--- config.mk ---
export PLATFORM = sky130hd
export DESIGN_NAME = instr_fetch
export DESIGN_NICKNAME = d
export VERILOG_FILES = /design/src/rtl/instr_fetch.sv
export SDC_FILE = /design/constraint.sdc
export NUM_CORES = 1
export LEC_CHECK = 0
export BUFFER_PORTS_ARGS = -buffer_cell sky130_fd_sc_hd__buf_4
export CORE_MARGIN = 2
export CORE_UTILIZATION = 47
export CTS_CLUSTER_SIZE = 16
export DETAILED_ROUTE_END_ITERATION = 6
export PLACE_DENSITY = 0.73
export SETUP_SLACK_MARGIN = 0.3
export SLEW_MARGIN = 30
export SYNTH_ARGS = -nofsm -noshare
export SYNTH_HDL_FRONTEND = slang
export SYNTH_SLANG_ARGS = --single-unit
--- constraint.sdc ---
create_clock -name clk -period 4.85 [get_ports clk]
set_clock_uncertainty 0.15 [all_clocks]
set_input_delay 1.455 -clock clk [delete_from_list [all_inputs] [get_ports clk]]
set_output_delay 1.455 -clock clk [all_outputs]
set_load 0.05 [all_outputs]
--- src/rtl/instr_fetch.sv ---
// -----------------------------------------------------------------------------
// instr_fetch
//   Instruction fetch front end. It issues one instruction-memory read at a
//   time from the current PC, advances the PC on each accepted request, and
//   buffers returned words with their PCs in a two-entry FIFO for decode.
//   A redirect flushes the FIFO, reloads the PC, and discards any response
//   still in flight.
//
// Ports
//   clk          in   rising-edge clock, shared with the PC register
//   rst          in   asynchronous active-low reset
//   pc_cur       in   current PC (PC register output)
//   pc_next      out  next PC (PC register data input)
//   pc_ena       out  PC register load enable
//   imem_req     out  instruction memory request
//   imem_addr    out  request address (always pc_cur)
//   imem_gnt     in   memory accepts the request this cycle
//   imem_rvalid  in   read data valid
//   imem_rdata   in   read data
//   redirect     in   branch/jump/exception redirect pulse
//   redirect_pc  in   redirect target
//   inst_valid   out  an instruction is buffered for decode
//   inst_ready   in   decode consumes the head instruction
//   inst         out  instruction word at the FIFO head
//   inst_pc      out  PC of the instruction at the FIFO head
// -----------------------------------------------------------------------------
module instr_fetch (
  input  logic        clk,
  input  logic        rst,
  input  logic [31:0] pc_cur,
  output logic [31:0] pc_next,
  output logic        pc_ena,
  output logic        imem_req,
  output logic [31:0] imem_addr,
  input  logic        imem_gnt,
  input  logic        imem_rvalid,
  input  logic [31:0] imem_rdata,
  input  logic        redirect,
  input  logic [31:0] redirect_pc,
  output logic        inst_valid,
  input  logic        inst_ready,
  output logic [31:0] inst,
  output logic [31:0] inst_pc
);

  typedef enum logic [1:0] {
    IDLE = 2'd0,
    REQ  = 2'd1,
    WAIT = 2'd2,
    DROP = 2'd3
  } state_e;

  state_e      state_q, state_d;
  logic [1:0]  count_q, count_d;
  logic [31:0] req_pc_q, req_pc_d;
  logic [31:0] inst0_q, inst0_d, inst1_q, inst1_d;
  logic [31:0] pc0_q, pc0_d, pc1_q, pc1_d;

  logic        accept;
  logic        push;
  logic        pop;

  // ---------------------------------------------------------------------------
  // Request FSM and PC update
  // ---------------------------------------------------------------------------
  always_comb begin
    state_d  = state_q;
    req_pc_d = req_pc_q;
    pc_next  = pc_cur;
    pc_ena   = 1'b0;
    imem_req = 1'b0;
    accept   = 1'b0;
    push     = 1'b0;

    unique case (state_q)
      IDLE: state_d = REQ;
      REQ: begin
        // No request is in flight here, so only buffered entries limit issue.
        imem_req = (count_q < 2'd2) && !redirect;
        accept   = imem_req && imem_gnt;
        if (accept) begin
          pc_ena   = 1'b1;
          pc_next  = pc_cur + 32'd4;
          req_pc_d = pc_cur;
          state_d  = WAIT;
        end
      end
      WAIT: begin
        if (imem_rvalid) begin
          // A response racing a redirect belongs to the old path.
          push    = !redirect;
          state_d = REQ;
        end else if (redirect) begin
          state_d = DROP;
        end
      end
      DROP: begin
        // The in-flight response is stale; swallow it whether or not another
        // redirect arrives, otherwise nothing would ever leave this state.
        if (imem_rvalid) state_d = REQ;
      end
      default: state_d = IDLE;
    endcase

    if (redirect) begin
      pc_ena  = 1'b1;
      pc_next = redirect_pc;
    end
  end

  assign imem_addr = pc_cur;

  // ---------------------------------------------------------------------------
  // Two-entry FIFO; entry 0 is always the head
  // ---------------------------------------------------------------------------
  assign inst_valid = (count_q != 2'd0);
  assign inst       = inst0_q;
  assign inst_pc    = pc0_q;
  assign pop        = inst_valid && inst_ready;

  always_comb begin
    count_d = count_q;
    inst0_d = inst0_q;
    inst1_d = inst1_q;
    pc0_d   = pc0_q;
    pc1_d   = pc1_q;

    if (redirect) begin
      count_d = 2'd0;
    end else if (pop) begin
      inst0_d = inst1_q;
      pc0_d   = pc1_q;
      if (push) begin
        // Simultaneous push/pop: the new entry lands behind what remains.
        if (count_q == 2'd1) begin
          inst0_d = imem_rdata;
          pc0_d   = req_pc_q;
        end else begin
          inst1_d = imem_rdata;
          pc1_d   = req_pc_q;
        end
      end else begin
        count_d = count_q - 2'd1;
      end
    end else if (push) begin
      if (count_q == 2'd0) begin
        inst0_d = imem_rdata;
        pc0_d   = req_pc_q;
      end else begin
        inst1_d = imem_rdata;
        pc1_d   = req_pc_q;
      end
      count_d = count_q + 2'd1;
    end
  end

  // ---------------------------------------------------------------------------
  // State registers
  // ---------------------------------------------------------------------------
  always_ff @(posedge clk or negedge rst) begin
    if (!rst) begin
      state_q  <= IDLE;
      count_q  <= 2'd0;
      req_pc_q <= 32'd0;
      inst0_q  <= 32'd0;
      inst1_q  <= 32'd0;
      pc0_q    <= 32'd0;
      pc1_q    <= 32'd0;
    end else begin
      state_q  <= state_d;
      count_q  <= count_d;
      req_pc_q <= req_pc_d;
      inst0_q  <= inst0_d;
      inst1_q  <= inst1_d;
      pc0_q    <= pc0_d;
      pc1_q    <= pc1_d;
    end
  end

endmodule

==> After elaboration in Yosys (flattened, before gate mapping) <==
Index checks and enable logic that the tools add are counted.
{ "word_totals": {"reg_bits": 164, "latch_bits": 0, "ramBits": 0, "mem_bits_ro": 0, "inputBits": 102, "word_cells": 75, "n_memories": 0} }
{ "op_classes": {"add_sub_neg": 3, "multipliers": 0, "div_mod_pow": 0, "order_cmp": 1, "eq_ne": 10, "n_shift": 0, "mux": 38, "n_bitwise": 1, "reduce_logical": 15} }
{ "ops": {"columns": ["operator", "n"], "rows": [
  ["$mux 32", 23],
  ["$add 32x3->32 const B", 1],
  ["$mux 2", 8],
  ["$ne 2x2->1 const B", 4],
  ["$pmux 2 s4", 1],
  ["$mux 1", 6],
  ["$ne 3x3->1 const B", 2],
  ["$reduce_and 3->1", 2],
  ["$reduce_bool 2->1", 3],
  ["$eq 2x1->1 const B", 2],
  ["$eq 2x2->1 const B", 2],
  ["$logic_not 2->1", 2],
  ["$reduce_and 2->1", 2],
  ["$reduce_and 4->1", 1],
  ["$logic_and 1x1->1", 3],
  ["$reduce_bool 3->1", 1],
  ["$add 2x1->2 const B", 1],
  ["$lt 2x2->1 const B", 1],
  ["$sub 2x1->2 const B", 1],
  ["$logic_not 1->1", 1],
  ["$not 1->1", 1]
]} }

==> Longest topological paths before layout <==
{ "depth": {"depth_word": 6, "mapped_depth": 8, "depth_no_buf": 6} }

==> Worst setup path after synthesis <==
Ideal clock, no wire load.
{ "synth_path": {"path_kind": "in2out", "from": "input redirect", "to": "output pc_next[12]", "arrival_ns": 4.229, "required_time_ns": 3.245, "setup_slack_ns": -0.984, "path_stages": 4, "path_cell_list": "nor4bb_1 > buf_2 > nand4_1 > o311ai_0"} }
{ "synth_between": {"elab_chain_cells": 6} }
{ "synth_lines": {"columns": ["element", "line", "rtl"], "rows": [
  ["start: declaration", "38", "input logic redirect,"],
  ["$logic_not 1->1", "79", "imem_req = (count_q < 2'd2) && !redirect;"],
  ["$logic_and 1x1->1", "79", null],
  ["$logic_and 1x1->1", "80", "accept = imem_req && imem_gnt;"],
  ["$mux 32", "81", "if (accept) begin"],
  ["$mux 32", "75", "unique case (state_q)"],
  ["$mux 32 *", "105", "if (redirect) begin"],
  ["end: declaration", "31", "output logic [31:0] pc_next,"]
]} }
Every way passes the cells marked *; elsewhere a longest branch is shown, timed or not.

==> Worst setup path in the final report <==
{ "layout_path": {"from": "input pc_cur[9]", "to": "output pc_next[31]"} }
{ "layout_between": {"elab_chain_cells": 4} }
{ "layout_lines": {"columns": ["element", "line", "rtl"], "rows": [
  ["start: declaration", "30", "input logic [31:0] pc_cur,"],
  ["$add 32x3->32", "83", "pc_next = pc_cur + 32'd4;"],
  ["$mux 32", "81", null],
  ["$mux 32", "75", null],
  ["$mux 32", "105", null]
]} }
Every way passes these cells.

==> impl_metrics.py <==
metrics = {
    "run_status": {
        "status": "finished, violations left",
        "violations": "setup timing",
    },
    "sta": {
        "finalCriticalPeriod_ns": 4.89,
        "setup_viol": 7,
        "hold_viol": 0,
        "holdWs_ns": 0.349,
        "worst_pin_slew_ns": 0.803,
        "rsz0062_at_grt": "true",
        "fin_crit_sh_pct": 101,
        "tns_ns": -0.218,
        "final-max-slew-violation-count": 0,
        "fmax_ghz": 0.204,
        "slew_headroom_pct": 46.5,
        "setup_ws_ns": -0.0420,
    },
    "critical_path": {
        "rr_worst_depth": 6,
        "cp_cell_sequence": "buf_8 > nand4_4 > or4_4 > buf_6 > or4_4 > a31oi_4 > buf_8",
        "cp.required_ns": 3.24,
        "path_depth": 7,
        "slowest_delay_ns": 0.57,
        "cp.arrival_ns": 3.29,
        "path_buf_inv": 3,
        "critical_path_class": "primary input to output pin",
        "cp_slowest_cell": "or4_4",
        "start_kind": "primary input",
        "crit_path_max_fanout": 9,
        "crit_family": "simple AND/OR/NAND/NOR gates",
        "end_kind": "output pin",
    },
    "floorplan": {
        "core_sq_um": 16600,
        "rows": 47,
        "die_h_microns": 135,
        "die_w_microns": 135,
        "ios": 233,
        "die-area_sq_um": 18200,
        "initial_core_util_pct": 48.4,
    },
    "placed_design": {
        "io_buffers": 232,
        "dp.cells": 1203,
        "place_ws_ns": -0.138,
        "place_area_sq_um": 10400,
        "place_congestion": 0.857,
        "hpwlAfterDp_microns": 14600,
    },
    "power_and_ir_drop": {
        "power_frac_seq_pct": 34.3,
        "p_comb_share_pct": 47.1,
        "p_sw_share_pct": 42.9,
        "powerDensity_nw_per_um2": 606,
        "switchingPower_mw": 2.94,
        "intPower_mw": 3.92,
        "ir_drop_mv": 0.289,
        "p_clk_share_pct": 18.6,
        "leakage_nw": 5.68,
    },
    "routing": {
        "ant_nets": 0,
        "wl_per_cell_microns": 16.9,
        "dr.pass1.iters": 5,
        "vias": 6623,
        "drc": 0,
        "first_iter_violations": 292,
        "routed_wl_microns": 21000,
        "via_per_inst": 5.32,
    },
    "synth": {
        "yosysMostFrequentCell": "dfrtp_1",
        "yosysWarnings": 0,
        "ys_ff_latch": 164,
        "syn-cell-area_sq_um": 8050,
        "synth-edff-count": 0,
        "synth_largest_type_area_fraction_pct": 51.0,
        "synthCells": 791,
        "ys_top_cells_by_count": "164 x dfrtp_1, 107 x nand2_1, 86 x nor2_1",
        "synth_area_leaders": "dfrtp_1 51%, mux2_2 9.4%, mux2i_1 8.2%",
        "synth_nets": 900,
        "ys.flop_type": "dfrtp_1",
        "yosysTopAreaCell": "dfrtp_1",
        "syn_area_per_cell_sq_um": 10.2,
        "synth.distinct_cells": 40,
        "ys_seq_area_share_pct": 51.0,
        "synthArstFlopShare_pct": 100,
    },
    "final_layout": {
        "final_cell_area_sq_um": 11300,
        "diodes": 0,
        "layout.cells.non_filler": 1244,
        "final_nets": 1121,
        "final.fill_count": 1318,
        "drive_above_1_share_pct": 43.2,
        "area_growth_pct": 40.8,
    },
    "global_route": {
        "met3_usage_pct": 5.86,
        "busiest_layer": "met2",
        "grt_pass1_vias": 6371,
        "use_met1_pct": 30.3,
        "grt_max_degree": 129,
        "grt_pass1_wl_microns": 32700,
        "grt_overflow_total": 0,
        "grt_usage_pct": 23.0,
        "antenna_found_initial": 0,
        "use_met2_pct": 37.2,
    },
    "hold_path": {
        "hold_class": "flop to flop",
        "holdPathStages": 2,
    },
    "clock_tree": {
        "cts_buffer_depth": 2,
        "cts_inserted_buffers": 17,
        "path_clk_slew_ns": 0.06,
        "insertion_delay_ns": 0.41,
        "htreeDepth": 4,
        "root_buffer": "clkbuf_16",
        "cts_tree": "built",
        "clock_sinks": 164,
        "holdBufCountCts": 0,
    },
    "run": {
        "drv_cap": 0,
    },
}
==> cell usage in the layout (no fill, tap or decap), types with 17 or more instances in the layout <==
cell type  instances
buf_6             28
clkbuf_16         17
dfrtp_1          164
nand2_1          107
nor2_1            86
a21oi_1           66
buf_4            242
mux2_2            67
a31oi_4           20
mux2i_1           66
==> registers in the layout, summed over array words and instances, names as in the netlist <==
signal,cells
count_q,2
inst_pc,32
req_pc_q,32
pc1_q,32
state_q,2
inst,32
inst1_q,32
==> metal layers <==
layer	share of wire (%)	wire [microns]	vias up
met3	6.7	1410	27
met4	1.8	385	0
met5	0	0	-
met2	47	9880	239
li1	-	-	3189
met1	44	9300	3168
==> stage by stage <==
step                      utilization [%]  power, mW
final                                68.1       6.86
after global routing                 68.1       7.26
after CTS                            67.3       6.91
after detailed placement             62.6       5.59
after global placement               62.6       5.51
after floorplan                         -       4.59
==> power groups by stage <==
stage | Sequential, mW | Clock [mW] | Combinational (mW)
after global routing | 2.43 | 1.37 | 3.46
after global placement | 2.34 | 0 | 3.16
after detailed placement | 2.38 | 0 | 3.21
after floorplan | 3.25 | 0 | 1.34
after CTS | 2.36 | 1.30 | 3.24
final | 2.35 | 1.28 | 3.23
==> logic make-up after synthesis <==
family / share of synthesized area (%)
AOI/OAI and AO/OA: 9.26
xor gates and xnor gates: 0.979
adders and majority gates: 1.09
buffers and inverters: 6.09
DFF: 51.0
muxes: 17.6
and+or+nand+nor: 14.0
==> layout make-up <==
| cell class | instances | area, sq um | share of cell area [%] |
|---|---|---|---|
| tap | 220 | 275 | 2.43 |
| inverter | 12 | 45.0 | 0.397 |
| sequential | 164 | 4100 | 36.2 |
| timing repair buffer | 284 | 2370 | 20.9 |
| multi-input combinational | 533 | 3990 | 35.2 |
| clock buffer | 21 | 450 | 3.97 |
| clock inverter | 10 | 109 | 0.960 |
==> final timing paths <==
kind	start	to	slack (ns)
max in group asynchronous	rst	pc1_q[20]	2.75
min in group asynchronous	rst	inst[4]	0.95
worst min register to register	req_pc_q[14]	req_pc_q[14]	0.35
worst min-delay path	req_pc_q[14]	req_pc_q[14]	0.35
worst max register to register	state_q[0]	inst1_q[3]	2.25
worst max-delay path	pc_cur[9]	pc_next[31]	-0.04
==> timing repair <==
item | in CTS | in global routing
setup buffers | 4 | 4
resized for setup | 50 | 22
pin swaps | 8 | 7
cloned | 1 | 1
setup endpoints to repair | 21 | 26
==> worst register-to-register path: stages, from the launching register on <==
cell	delay, ns
dfrtp_1	0.42
inv_1	0.09
ha_1	0.28
nand2_1	0.18
a2111o_2	0.70
buf_4	0.35
mux2_2	0.32
No activity file was read; power rests on OpenSTA's default activity.
